--- src/rtl/sram_axi_arbiter_pkg.sv ---
`default_nettype none
// ============================================================================
// Module   : sram_axi_arbiter_pkg
// Purpose  : Shared types and constants for the two-master AXI-Lite SRAM
//            arbiter: FSM state encoding and AXI response codes.
// Ports    : none (package)
// Revision : 1.0 - initial release
// ============================================================================
package sram_axi_arbiter_pkg;

  // Arbiter FSM states; encoding is fixed so the bench and debug tools can
  // decode a raw state value.
  typedef enum logic [2:0] {
    IDLE    = 3'd0,
    RD_ADDR = 3'd1,
    RD_DATA = 3'd2,
    WR_ADDR = 3'd3,
    WR_RESP = 3'd4
  } state_e;

  localparam logic [1:0] RESP_OKAY   = 2'b00;
  localparam logic [1:0] RESP_EXOKAY = 2'b01;
  localparam logic [1:0] RESP_SLVERR = 2'b10;
  localparam logic [1:0] RESP_DECERR = 2'b11;

endpackage : sram_axi_arbiter_pkg
`default_nettype wire

--- src/rtl/sram_axi_arbiter_rr.sv ---
`default_nettype none
// ============================================================================
// Module   : rr_arbiter2
// Purpose  : Two-request round-robin picker. On a tie the requester that did
//            not win last time is chosen; a lone requester always wins.
//            last_grant is updated only when en is high and a request exists.
// Ports    : clk   - clock
//            rst   - synchronous reset, active low (last_grant -> 1)
//            req   - request vector, bit i = master i
//            en    - commit the current pick into last_grant
//            grant - index of the picked master (valid when req != 0)
// Revision : 1.0 - initial release
// ============================================================================
module rr_arbiter2 (
  input  logic       clk,
  input  logic       rst,
  input  logic [1:0] req,
  input  logic       en,
  output logic       grant
);

  logic last_grant_q;
  logic last_grant_d;

  always_comb begin
    // Tie: give it to whoever did not win last.
    grant        = ~last_grant_q;
    last_grant_d = last_grant_q;
    if (req == 2'b01) begin
      grant = 1'b0;
    end else if (req == 2'b10) begin
      grant = 1'b1;
    end
    if (en && (req != 2'b00)) begin
      last_grant_d = grant;
    end
  end

  // last_grant resets to 1 so master 0 wins the first tie.
  always_ff @(posedge clk) begin
    if (!rst) begin
      last_grant_q <= 1'b1;
    end else begin
      last_grant_q <= last_grant_d;
    end
  end

endmodule : rr_arbiter2
`default_nettype wire

--- src/rtl/sram_axi_arbiter.sv ---
`default_nettype none
// ============================================================================
// Module   : sram_axi_arbiter
// Purpose  : Shares one AXI-Lite SRAM slave between instruction fetch (m0)
//            and load/store (m1). One complete transaction at a time,
//            round-robin between masters, read before write within a master.
// Ports    : clk, rst         - clock, synchronous active-low reset
//            m0_*/m1_*        - AXI-Lite slave ports facing the two masters
//                               (ar, r, aw, w, b channels)
//            s_*              - AXI-Lite master port facing the SRAM
// Revision : 1.0 - initial release
// ============================================================================
module sram_axi_arbiter
  import sram_axi_arbiter_pkg::*;
#(
  parameter int ADDR_W = 32,
  parameter int DATA_W = 32
) (
  input  logic                clk,
  input  logic                rst,
  // master 0
  input  logic [ADDR_W-1:0]   m0_araddr,
  input  logic                m0_arvalid,
  output logic                m0_arready,
  output logic [DATA_W-1:0]   m0_rdata,
  output logic [1:0]          m0_rresp,
  output logic                m0_rvalid,
  input  logic                m0_rready,
  input  logic [ADDR_W-1:0]   m0_awaddr,
  input  logic                m0_awvalid,
  output logic                m0_awready,
  input  logic [DATA_W-1:0]   m0_wdata,
  input  logic [DATA_W/8-1:0] m0_wstrb,
  input  logic                m0_wvalid,
  output logic                m0_wready,
  output logic [1:0]          m0_bresp,
  output logic                m0_bvalid,
  input  logic                m0_bready,
  // master 1
  input  logic [ADDR_W-1:0]   m1_araddr,
  input  logic                m1_arvalid,
  output logic                m1_arready,
  output logic [DATA_W-1:0]   m1_rdata,
  output logic [1:0]          m1_rresp,
  output logic                m1_rvalid,
  input  logic                m1_rready,
  input  logic [ADDR_W-1:0]   m1_awaddr,
  input  logic                m1_awvalid,
  output logic                m1_awready,
  input  logic [DATA_W-1:0]   m1_wdata,
  input  logic [DATA_W/8-1:0] m1_wstrb,
  input  logic                m1_wvalid,
  output logic                m1_wready,
  output logic [1:0]          m1_bresp,
  output logic                m1_bvalid,
  input  logic                m1_bready,
  // SRAM slave
  output logic [ADDR_W-1:0]   s_araddr,
  output logic                s_arvalid,
  input  logic                s_arready,
  input  logic [DATA_W-1:0]   s_rdata,
  input  logic [1:0]          s_rresp,
  input  logic                s_rvalid,
  output logic                s_rready,
  output logic [ADDR_W-1:0]   s_awaddr,
  output logic                s_awvalid,
  input  logic                s_awready,
  output logic [DATA_W-1:0]   s_wdata,
  output logic [DATA_W/8-1:0] s_wstrb,
  output logic                s_wvalid,
  input  logic                s_wready,
  input  logic [1:0]          s_bresp,
  input  logic                s_bvalid,
  output logic                s_bready
);

  state_e     state_q, state_d;
  logic       grant_q, grant_d;
  logic [1:0] rd_req, wr_req, req;
  logic       arb_en, arb_grant;

  // The SRAM only accepts AW and W together, so a write needs both.
  assign rd_req = {m1_arvalid, m0_arvalid};
  assign wr_req = {m1_awvalid & m1_wvalid, m0_awvalid & m0_wvalid};
  assign req    = rd_req | wr_req;
  assign arb_en = (state_q == IDLE) && (req != 2'b00);

  rr_arbiter2 u_rr (
    .clk   (clk),
    .rst   (rst),
    .req   (req),
    .en    (arb_en),
    .grant (arb_grant)
  );

  // Payload buses are muxed by grant; they are only meaningful while the
  // matching valid is high, so they need no state qualification.
  assign s_araddr = grant_q ? m1_araddr : m0_araddr;
  assign s_awaddr = grant_q ? m1_awaddr : m0_awaddr;
  assign s_wdata  = grant_q ? m1_wdata  : m0_wdata;
  assign s_wstrb  = grant_q ? m1_wstrb  : m0_wstrb;
  assign m0_rdata = s_rdata;
  assign m1_rdata = s_rdata;
  assign m0_rresp = s_rresp;
  assign m1_rresp = s_rresp;
  assign m0_bresp = s_bresp;
  assign m1_bresp = s_bresp;

  // Next state and grant.
  always_comb begin
    state_d = state_q;
    grant_d = grant_q;
    unique case (state_q)
      IDLE: begin
        if (arb_en) begin
          grant_d = arb_grant;
          // A master with both pending gets its read serviced first.
          state_d = rd_req[arb_grant] ? RD_ADDR : WR_ADDR;
        end
      end
      RD_ADDR: if (s_arvalid && s_arready) state_d = RD_DATA;
      RD_DATA: if (s_rvalid && s_rready)   state_d = IDLE;
      // W is accepted in the same cycle as AW, so AW alone marks completion.
      WR_ADDR: if (s_awvalid && s_awready) state_d = WR_RESP;
      WR_RESP: if (s_bvalid && s_bready)   state_d = IDLE;
      default: state_d = IDLE;
    endcase
  end

  // Handshake routing: everything outside the granted master's active
  // channel is forced low.
  always_comb begin
    s_arvalid  = 1'b0;
    s_rready   = 1'b0;
    s_awvalid  = 1'b0;
    s_wvalid   = 1'b0;
    s_bready   = 1'b0;
    m0_arready = 1'b0;
    m0_rvalid  = 1'b0;
    m0_awready = 1'b0;
    m0_wready  = 1'b0;
    m0_bvalid  = 1'b0;
    m1_arready = 1'b0;
    m1_rvalid  = 1'b0;
    m1_awready = 1'b0;
    m1_wready  = 1'b0;
    m1_bvalid  = 1'b0;
    unique case (state_q)
      RD_ADDR: begin
        s_arvalid = grant_q ? m1_arvalid : m0_arvalid;
        if (grant_q) m1_arready = s_arready;
        else         m0_arready = s_arready;
      end
      RD_DATA: begin
        s_rready = grant_q ? m1_rready : m0_rready;
        if (grant_q) m1_rvalid = s_rvalid;
        else         m0_rvalid = s_rvalid;
      end
      WR_ADDR: begin
        s_awvalid = grant_q ? m1_awvalid : m0_awvalid;
        s_wvalid  = grant_q ? m1_wvalid  : m0_wvalid;
        if (grant_q) begin
          m1_awready = s_awready;
          m1_wready  = s_wready;
        end else begin
          m0_awready = s_awready;
          m0_wready  = s_wready;
        end
      end
      WR_RESP: begin
        s_bready = grant_q ? m1_bready : m0_bready;
        if (grant_q) m1_bvalid = s_bvalid;
        else         m0_bvalid = s_bvalid;
      end
      default: ;
    endcase
  end

  always_ff @(posedge clk) begin
    if (!rst) begin
      state_q <= IDLE;
      grant_q <= 1'b0;
    end else begin
      state_q <= state_d;
      grant_q <= grant_d;
    end
  end

endmodule : sram_axi_arbiter
`default_nettype wire

--- config.mk ---
export PLATFORM = sky130hd
export DESIGN_NAME = sram_axi_arbiter
export DESIGN_NICKNAME = d
export VERILOG_FILES = /design/src/rtl/sram_axi_arbiter_pkg.sv /design/src/rtl/sram_axi_arbiter_rr.sv /design/src/rtl/sram_axi_arbiter.sv
export SDC_FILE = /design/constraint.sdc
export NUM_CORES = 1
export LEC_CHECK = 0
export BUFFER_PORTS_ARGS = -buffer_cell sky130_fd_sc_hd__buf_2
export CORE_AREA = 2 2 171 173
export CTS_CLUSTER_SIZE = 30
export DETAILED_ROUTE_END_ITERATION = 10
export DIE_AREA = 0 0 173 175
export GPL_ROUTABILITY_DRIVEN = 1
export GPL_TIMING_DRIVEN = 0
export HOLD_SLACK_MARGIN = 0.15
export PLACE_DENSITY = 0.32
export SYNTH_ARGS = -nofsm -noshare
export SYNTH_HDL_FRONTEND = slang
export SYNTH_SLANG_ARGS = --single-unit
--- constraint.sdc ---
create_clock -name clk -period 1.4 [get_ports clk]
set_input_delay 0.28 -clock clk [delete_from_list [all_inputs] [get_ports clk]]
set_output_delay 0.28 -clock clk [all_outputs]
set_load 0.02 [all_outputs]
* Word-level counts from Yosys, hierarchy flattened
Cells that the tools add are included.
W data, S select, Z words.
** Word-level totals
- Logic and storage cells :: 74
- Output and inout bits :: 187
- Bits of input ports :: 253
- Register bits :: 5
** Operators by class
- Muxes and demuxes :: 45
- Equality and inequality tests :: 11
- Reductions and logical operators :: 10
- Bitwise logic cells :: 4
- Magnitude comparators :: 1
** Operator list (number)
- $mux W32 :: 3
- $mux W1 :: 34
- $mux W3 :: 5
- $pmux W3 S5 :: 1
- $ne A2 B2 Y1 const B :: 4
- $eq A3 B2 Y1 const B :: 2
- $logic_and A1 B1 Y1 :: 6
- $reduce_and A5 Y1 :: 1
- $mux W4 :: 1
- $eq A3 B1 Y1 const B :: 1
- $eq A3 B3 Y1 const B :: 1
- $logic_not A3 Y1 :: 1
- $and A1 B1 Y1 :: 2
- $eq A2 B1 Y1 const B :: 1
- $eq A2 B2 Y1 const B :: 1
- $lt A1 B2 Y1 const B :: 1
- $mux W2 :: 1
- $ne A2 B1 Y1 const B :: 1
- $or A2 B2 Y2 :: 1
- $reduce_and A2 Y1 :: 1
- $reduce_bool A2 Y1 :: 1
- $not A1 Y1 :: 1

* Longest topological paths before layout
Gate-level depths: netlist of the first run.
- Word-level depth :: 10
- Depth in mapped cells :: 6

* Cells and area by module
A second synthesis of the first run with hierarchy kept.
** Second synthesis, totals
- Cell total of the unflattened synthesis :: 254
- Area total of the unflattened synthesis :: 2214.6 um^2
** Modules (own cells, without submodules)
- sram_axi_arbiter :: instances 1, area an instance 2158.3 um^2, cells each 247, seq. area each 80.1 um^2
- rr_arbiter2 :: instances 1, area an instance 56.3 um^2, cells each 7, seq. area each 20.0 um^2

* Least setup slack after synthesis of the first run
Ideal clock, no wire load.
- Kind :: flip-flop to output port
- Start point :: register grant_q
- End point :: output port m1_arready
- Data required time :: 1.120 ns
- Path buffers :: 3
- Arrival :: 1.327 ns
- Stages on the path, launching flop included :: 6
- Slack :: -0.207 ns
- Path through :: dfxtp_1 > buf_6 > buf_4 > buf_4 > inv_1 > nor3_1
** Between the ends
- Longest elaborated chain between the ends :: 2
** Ends and longest elaborated chain
- start, declared :: RTL line sram_axi_arbiter.sv:78 : logic grant_q, grant_d;
- start signal, assigned :: RTL line sram_axi_arbiter.sv:185 : grant_q <= grant_d;
- $mux W1 :: RTL line sram_axi_arbiter.sv:151 : if (grant_q) m1_arready = s_arready;
- $mux W1 :: RTL line sram_axi_arbiter.sv:148 : unique case (state_q)
- end, declared :: RTL line sram_axi_arbiter.sv:42 : output logic m1_arready,
No other way between the ends.

* Final worst setup path of the first run
- Start point :: register grant_q
- End point :: output port s_wdata[0]
** Between the ends
- Longest elaborated chain between the ends :: 1
** Ends and longest elaborated chain
- $mux W32 :: RTL line sram_axi_arbiter.sv:100 : assign s_wdata = grant_q ? m1_wdata : m0_wdata;
- end, declared :: RTL line sram_axi_arbiter.sv:68 : output logic [DATA_W-1:0] s_wdata,
No other way between the ends.

==> results of run 1 <==
-- metal layers --
layer	share of wire	global-route usage	wire (um)
met1	0.36	0.09236	5249
met2	0.54	0.1673	7992
met3	0.082	0.02089	1205
met4	0.018	0.02331	260
met5	0	0	0
-- worst max-delay path: cells and delay by family, from the launching register on --
family   cells  cell delay [ps]
flops        1              420
buf+inv      3              460
mux          1              350
-- registers in the layout (all words and copies together), names as in the netlist --
name               flops
state_q                3
u_rr.last_grant_q      1
grant_q                1
-- synth_stat cells --
cell / instances / area, um^2
a221oi_2: 1 / 15.01
mux2i_1: 5 / 50.05
nand3_1: 1 / 5.000
buf_2: 10 / 50.05
and2_1: 1 / 6.260
mux2_2: 100 / 1126
nand3b_1: 2 / 15.01
a211oi_1: 2 / 15.01
or3_1: 1 / 6.260
nor2b_1: 1 / 6.260
nand2_1: 7 / 26.28
nor3b_1: 1 / 7.510
and2b_1: 1 / 7.510
o22ai_1: 2 / 12.51
inv_1: 5 / 18.77
nand2b_1: 3 / 18.77
o311ai_0: 1 / 8.760
nor3_1: 10 / 50.05
buf_4: 74 / 555.5
o31ai_1: 1 / 7.510
o2111ai_1: 1 / 8.760
a21o_1: 1 / 7.510
buf_6: 2 / 22.52
dfxtp_1: 5 / 100.1
o21a_1: 1 / 7.510
a21oi_1: 5 / 25.02
nor2_1: 10 / 37.54
-- worst min-delay path by stage --
| stage | to | slack, ps |
|---|---|---|
| floorplan | u_rr.last_grant_q | 370 |
| global placement | u_rr.last_grant_q | 550 |
| detailed placement | u_rr.last_grant_q | 550 |
| CTS | u_rr.last_grant_q | 320 |
| global route | u_rr.last_grant_q | 340 |
| finish | u_rr.last_grant_q | 320 |
-- kinds of logic after synthesis --
kind of cell / count (synthesis)
AOI/OAI and AO/OA: 15
buffers and inverters: 91
DFF: 5
muxes: 105
and+or+nand+nor: 38
-- layout by cell type (no fill, tap or decap), types with 2 or more instances in the layout --
cell type  count
buf_2        342
buf_4         93
mux2_2        55
buf_6         55
mux2_4        45
buf_12        11
nor2_1         6
buf_8          5
nand2_1        5
a21oi_1        5
inv_1          4
nor3_4         4
nor3_2         4
clkbuf_16      4
mux2i_4        3
nand2b_1       3
diode_2        2
nor2_2         2
nand3b_1       2
nor2_4         2
nor3_1         2
a211oi_1       2
dfxtp_4        2
dfxtp_1        2
-- where the power goes --
part           internal [mW]  switching (mW)  total, mW  leakage (nW)
logic                   2.22            1.92       4.14          2.98
registers              0.187          0.0630      0.250        0.0431
clock network          0.377          0.0894      0.466        0.0382
total                   2.78            2.07       4.85          3.06
-- per-stage QoR --
step           power [mW]  worst slack (ps)  hold slack [ps]  setup TNS (ps)  cells
3_5_place_dp        3.340            -327.4            552.9          -23100   1041
2_1_floorplan       2.280            -104.1            371.3          -479.7    254
6_report            4.854            -347.3            324.1          -35110   1066
4_1_cts             4.463            -394.0            319.9          -39620   1054
3_3_place_gp        3.366            -303.6            548.0          -22830   1041
5_1_grt             5.134            -416.5            344.4          -41900   1066
-- layout make-up --
class	instances	area, um^2	share of cell area
timing repair buffer	424	2620	0.4462
buffer	84	757.0	0.1289
clock buffer	4	78.83	0.01342
antenna	2	5.005	0.0008523
sequential	5	108.9	0.01854
multi-input combinational	158	1799	0.3064
tap	384	480.5	0.08182
inverter	5	22.52	0.003836
-- repair_timing --
item / 4_1_cts / 5_1_grt
pin swaps: 4 / 10
cloned: 2 / 1
buffers inserted: 7 / 12
hold buffers: 0 / 0
gates resized for setup: 138 / 92
setup endpoints to repair: 116 / 119
==> flow_summary.ini, run 1 <==
[outcome]
status = finished with violations
violations = setup timing

[pwr]
vdd_drop_max_mv = 0.4721
power_leakage_nw = 3.064
cellPowerDensity_nw_per_um2 = 826.7

[die]
start_util = 0.07809
pin_count = 440
core_um2 = 28390
chipWidth_um = 173
dieHeight_um = 175
die_area_um2 = 30280
std_cell_rows = 62

[synth]
synth-seq-cells = 5
netlist_instances = 254
synth-simple-area-share = 0.08409
synth_xor_xnor_area_share = 0
synth_top_family_by_area = multiplexers
yosysWarnings = 0
muxShareOfSynthArea = 0.5305
synth_area_um2 = 2217
synth_compound_area_frac = 0.04853
syn_avg_cell_area_um2 = 8.729
yosysUniqueCellTypes = 27
synth_fa_ha_area_frac = 0
yosysSeqAreaShare = 0.04515
syn-num-nets = 507

[cells_and_area]
fin_util = 0.2068
areaGrowthSynthToFinish_pct = 164.8
drive_gt1_frac = 0.9397
nNetsFinal = 934
n_fill_cell = 3197
final_area_um2 = 5872

[timing]
hold_violations = 0
final.setup_skew_ps = 0.03572
tightest_slew_ps = 335.1
fin_ws_ps = -347.3
finalCritPeriodShare = 1.248
fmax_mhz = 572.3
rsz0062_at_grt = true
finalMaxSlewViolations = 0
max_slew_margin = 0.7766
final-setup-viol-count = 118
fin_crit_ps = 1747

[clocking]
cts.sinks = 5
clk_latency_ps = 220
cts_root_buf = clkbuf_16
clkTransAtPathRegs_ps = 30
cts_buffer_depth = 2
cts_max_level = 1
cts_tree = yes
cts_buffers = 3

[grt]
grt_pass1_wl_um = 20030
grt_pass1_vias = 3343
grt_overflow = 0
grtUsageTotal = 0.08628
grt_max_degree = 11
antenna_found_initial = 2

[routing]
wire_per_inst_um = 13.80
vias = 3404
drc_errors = 0
first_pass_iters = 4
drt_wl_total_um = 14710
drt-initial-drc-count = 52
via_per_inst = 3.193
antenna_left = 0

[hold_path]
min_path_cells = 2
hp-class = input pin to flop
hold_start = rst

[setup_path]
worstReg2RegStart = grant_q
rr_worst_depth = 6
crit_path_end = s_wdata[0]
critPathMaxFanout = 10
end_kind = output pin
r2r_slack_ps = -180
cpPeakStageDelay_ps = 420
worstPathArrival_ps = 1470
cp_slowest_cell = dfxtp_4
timing.rr.end = state_q[1]
startpoint_type = flop
critPathRequiredTime_ps = 1120
crit_type = flop to output pin
crit_path_start = grant_q
crit_path_cell_trace = buf_16 > buf_8 > mux2_2 > buf_4

[placement]
post_dp_cell_area_um2 = 4797
globalplace.congestion = 0.7755
io_buffers = 403
hpwl_um = 12650

[job]
cap_viol_max_count = 0
(Power assumes the default switching activity.)
==> run 2, diff against run 1 <==
--- a/config.mk
+++ b/config.mk
@@ -13,7 +13,6 @@
 export GPL_ROUTABILITY_DRIVEN = 1
 export GPL_TIMING_DRIVEN = 0
 export HOLD_SLACK_MARGIN = 0.15
-export PLACE_DENSITY = 0.32
 export SYNTH_ARGS = -nofsm -noshare
 export SYNTH_HDL_FRONTEND = slang
 export SYNTH_SLANG_ARGS = --single-unit
==> run 2 against run 1 <==
- the run still ends with setup timing left
- largest cell class unchanged
- sequential power is 8.4% lower
- sequential share of layout area is 0.23 points lower
- clock-buffer cell count stayed put
- final cell count is 0.56% higher
- power is 18% higher
- highest routed layer unchanged
==> flow_summary.ini, run 2 (synthesized netlist as in run 1, its figures left out) <==
[die]
die_area_um2 = 30280
chipWidth_um = 173
core_um2 = 28390
dieHeight_um = 175
start_util = 0.07809
std_cell_rows = 62
pin_count = 440

[cells_and_area]
layout_common_cells = buf_2 (304), buf_6 (100), mux2_4 (84), buf_4 (84), mux2_2 (16)
regMostFlops = state_q
drive_gt1_frac = 0.9447
areaGrowthSynthToFinish_pct = 195.1
final_common_cell = buf_2
fin_util = 0.2304
final_area_um2 = 6543
reg.largest.list = state_q x3, grant_q x1, u_rr.last_grant_q x1
largest_register_ffs = 3
nNetsFinal = 941
final_cell_count_no_fill = 1072

[grt]
grt_pass1_wl_um = 23240
antenna_found_initial = 1
grt_pass1_vias = 3557
grt_overflow = 0
grtUsageTotal = 0.1040
grt_max_degree = 11

[clocking]
cts.sinks = 5
clk_latency_ps = 230
cts_buffer_depth = 2
cts_root_buf = clkbuf_16
cts_tree = yes
clkTransAtPathRegs_ps = 30
cts_buffers = 3
cts_max_level = 1

[setup_path]
crit_type = flop to output pin
cp_slowest_cell = dfxtp_2
critPathRequiredTime_ps = 1120
crit_family = buffers and inverters
startpoint_type = flop
cp_common_cell = buf_12
cp.depth = 6
crit_path_cell_trace = buf_12 > buf_8 > buf_12 > buf_12 > mux2_4 > buf_6
rr_worst_depth = 8
critPathMaxFanout = 5
cpPeakStageDelay_ps = 310
worstPathArrival_ps = 1500
path_buf_inv = 5
end_kind = output pin

[pwr]
finalPower_mw = 5.747
cellPowerDensity_nw_per_um2 = 878.4
vdd_drop_max_mv = 0.7731
power_leakage_nw = 3.384

[routing]
drc_errors = 0
via_per_inst = 3.367
wire_per_inst_um = 17.20
drt_wl_total_um = 18440
first_pass_iters = 4
drt-initial-drc-count = 74
vias = 3609
antenna_left = 0

[hold_path]
min_path_cells = 2
hp-class = input pin to flop

[timing]
rsz0062_at_grt = true
finalSetupTns_ps = -37620
fin_crit_ps = 1778
finalMaxSlewViolations = 0
fmax_mhz = 562.6
holdWs_ps = 303.1
final-setup-viol-count = 118
fin_ws_ps = -377.5
max_slew_margin = 0.7697
final.setup_skew_ps = 1.164
finalCritPeriodShare = 1.270
hold_violations = 0
tightest_slew_ps = 344.5

[outcome]
status = finished with violations
violations = setup timing

[placement]
globalplace.congestion = 0.8952
post-place-cells = 1041
hpwl_um = 14680
pre_cts_slack_ps = -408.3
io_buffers = 403
post_dp_cell_area_um2 = 4797

[job]
cap_viol_max_count = 0
run 2: layer usage:
metal | vias to the layer above | share of wire | track usage
met3 | 16 | 0.089 | 0.03046
met5 | - | 0 | 0
met2 | 251 | 0.49 | 0.1803
li1 | 1696 | - | -
met4 | 0 | 0.025 | 0.02684
met1 | 1646 | 0.39 | 0.1254
run 2: worst paths after layout:
| path | from | end | slack [ps] |
|---|---|---|---|
| worst max-delay path | grant_q | s_wdata[28] | -380 |
| worst max register to register | grant_q | state_q[2] | -230 |
| worst min register to register | state_q[1] | state_q[0] | 510 |
| worst min-delay path | rst | u_rr.last_grant_q | 300 |
run 2: worst reg2reg max path, cell delays in order (launching register included):
cell,delay (ps)
dfxtp_2,310
buf_12,140
buf_4,130
buf_6,120
mux2i_4,190
nand3b_1,240
buf_4,190
o22ai_2,120
and2_1,130
run 2: final cells by class:
cell class / instances / area, um^2
diodes: 1 / 2.502
plain buffers: 86 / 809.5
clock buffers: 4 / 78.83
fillers: 3074 / 21850
inverters: 5 / 22.52
multi-input cells: 158 / 1993
flip-flops and latches: 5 / 106.4
well taps: 384 / 480.5
repair buffers: 429 / 3049
run 2: power by group:
part	total [mW]	leakage [nW]	internal, mW	switching, mW
combinational	5.05	3.30	2.73	2.31
clock	0.469	0.0382	0.377	0.0920
sequential	0.229	0.0428	0.185	0.0439
total	5.75	3.38	3.30	2.45
run 2: timing repair:
item / 4_1_cts / 5_1_grt
pin swaps: 15 / 10
gates cloned: 1 / 9
setup endpoints to repair: 117 / 118
setup buffers: 13 / 5
hold buffers: 0 / 0
gates resized for setup: 237 / 123
==> run 3, diff against run 2 <==
--- a/config.mk
+++ b/config.mk
@@ -11,8 +11,8 @@
 export DETAILED_ROUTE_END_ITERATION = 10
 export DIE_AREA = 0 0 173 175
 export GPL_ROUTABILITY_DRIVEN = 1
-export GPL_TIMING_DRIVEN = 0
 export HOLD_SLACK_MARGIN = 0.15
+export PLACE_DENSITY = 0.41
 export SYNTH_ARGS = -nofsm -noshare
 export SYNTH_HDL_FRONTEND = slang
 export SYNTH_SLANG_ARGS = --single-unit
==> run 3 against run 2 <==
- the flow still finishes with violations (setup timing)
- global-route usage fell by 1.9 points
- register-to-register slack improved by 120 ps
- highest routed layer unchanged
- non-clock buffer count fell by 143
- critical path type unchanged
- final cell count fell by 13%
- combinational power fell by 15%
- sequential power rose by 6%
- worst setup slack improved by 38 ps
- critical path depth fell by 1
- largest cell class unchanged
- hold slack got worse by 9.1 ps
==> flow_summary.ini, run 3 (synthesized netlist as in run 1, its figures left out) <==
[outcome]
status = finished with violations
violations = setup timing

[die]
pin_count = 440
start_util = 0.07809
dieHeight_um = 175
std_cell_rows = 62
chipWidth_um = 173
die_area_um2 = 30280
core_um2 = 28390

[hold_path]
holdPathEnd = u_rr.last_grant_q
hp-class = input pin to flop
hold_start = rst
min_path_cells = 2

[setup_path]
cpPeakStageDelay_ps = 390
crit_path_cell_trace = buf_12 > buf_12 > buf_6 > mux2_4 > buf_6
crit_type = flop to output pin
r2r_slack_ps = -110
cp_slowest_cell = dfxtp_4
rr_worst_depth = 6
worstReg2RegStart = grant_q
timing.rr.end = state_q[1]
startpoint_type = flop
critPathMaxFanout = 7
critPathRequiredTime_ps = 1120
end_kind = output pin
worstPathArrival_ps = 1460

[cells_and_area]
regMostFlops = state_q
multiInputGateArea_um2 = 1918
final_common_cell = buf_2
drive_gt1_frac = 0.9265
n_fill_cell = 3182
nNetsFinal = 798
layout_common_cells = buf_2 (241), buf_6 (86), mux2_4 (74)
reg.largest.list = state_q x3, grant_q x1, u_rr.last_grant_q x1
seqCellArea_um2 = 106.4
largest_register_ffs = 3
areaGrowthSynthToFinish_pct = 142.0

[clocking]
cts.sinks = 5
clk_latency_ps = 220
cts_buffers = 3
cts_max_level = 1
cts_root_buf = clkbuf_16
cts_tree = yes
ctsHoldBuffers = 0
cts_buffer_depth = 2
clkTransAtPathRegs_ps = 30

[grt]
grt_pass1_wl_um = 19530
grt_pass1_vias = 3173
antenna_found_initial = 1
grt_max_degree = 18
grtUsageTotal = 0.08518
grt_overflow = 0

[routing]
vias = 3049
antenna_left = 0
drt-initial-drc-count = 39
first_pass_iters = 4
drt_wl_total_um = 14390
wire_per_inst_um = 15.49
drc_errors = 0
via_per_inst = 3.282

[timing]
finalCritPeriodShare = 1.242
fin_ws_ps = -339.1
tightest_slew_ps = 358.5
max_slew_margin = 0.7610
finalSetupTns_ps = -30830
fmax_mhz = 575.0
final.setup_skew_ps = 0.06838
finalMaxSlewViolations = 0
rsz0062_at_grt = true
final-setup-viol-count = 118
hold_violations = 0
holdWs_ps = 294.0
fin_crit_ps = 1739

[placement]
globalplace.congestion = 0.7852
pre_cts_slack_ps = -176.4
io_buffers = 331
hpwl_um = 11580

[job]
cap_viol_max_count = 0

[pwr]
power_leakage_nw = 2.658
cellPowerDensity_nw_per_um2 = 931.9
vdd_drop_max_mv = 0.3736
run 3: changes by cell type in the layout (fill, tap and decap cells not counted), moves of 3 or more:
cell / delta
nor3_4: -3
buf_2: -63
buf_4: -59
buf_6: -14
mux2_2: +10
clkbuf_16: -7
mux2_4: -10
run 3: critical path, delay by kind of cell (launching register included):
family	cells	cell delay, ps
buf+inv	4	540
flops	1	390
mux	1	290
run 3: cell type report:
type,count,share of cell area
sequential,5,0.01982
tap,384,0.08953
timing repair buffer,372,0.5139
antenna,1,0.0004663
clock buffer,4,0.01469
multi-input combinational,158,0.3574
inverter,5,0.004197
run 3: worst max-delay path by stage:
stage / to / startpoint / depth (start not counted) / slack (ps)
2_1_floorplan: m0_awready / state_q[1] / 3 / -100
3_3_place_gp: s_wdata[3] / grant_q / 4 / -180
6_report: s_araddr[13] / grant_q / 5 / -340
3_5_place_dp: s_wdata[3] / grant_q / 4 / -180
5_1_grt: s_wdata[17] / grant_q / 4 / -390
4_1_cts: s_awaddr[24] / grant_q / 5 / -350
run 3: power by group:
part	total, mW	switching, mW	internal [mW]
Clock	0.465	0.0877	0.377
Combinational	4.29	1.91	2.38
Sequential	0.243	0.0584	0.185
Total	5.00	2.06	2.94
run 3: what timing repair did:
action                     4_1_cts  5_1_grt
pin swaps                       14        4
resized for setup              193      105
setup buffers                   10        3
setup endpoints to repair      118      120
cloned                           2        2
run 3: per-stage QoR:
stage,instance area [um^2],utilization,std cells,power [mW]
2_1_floorplan,2300,-,254,2.280
3_3_place_gp,4051,0.1427,909,3.176
3_5_place_dp,4051,0.1427,909,3.175
4_1_cts,4931,0.1737,924,4.575
5_1_grt,5366,0.1890,929,5.249
6_report,5366,0.1890,929,5.001
run 3: layer usage:
layer	track usage	vias up	share of wire
met4	0.02366	0	0.016
met1	0.1092	1371	0.42
met2	0.1353	264	0.46
met5	0	-	0
met3	0.02937	8	0.10
li1	-	1406	-
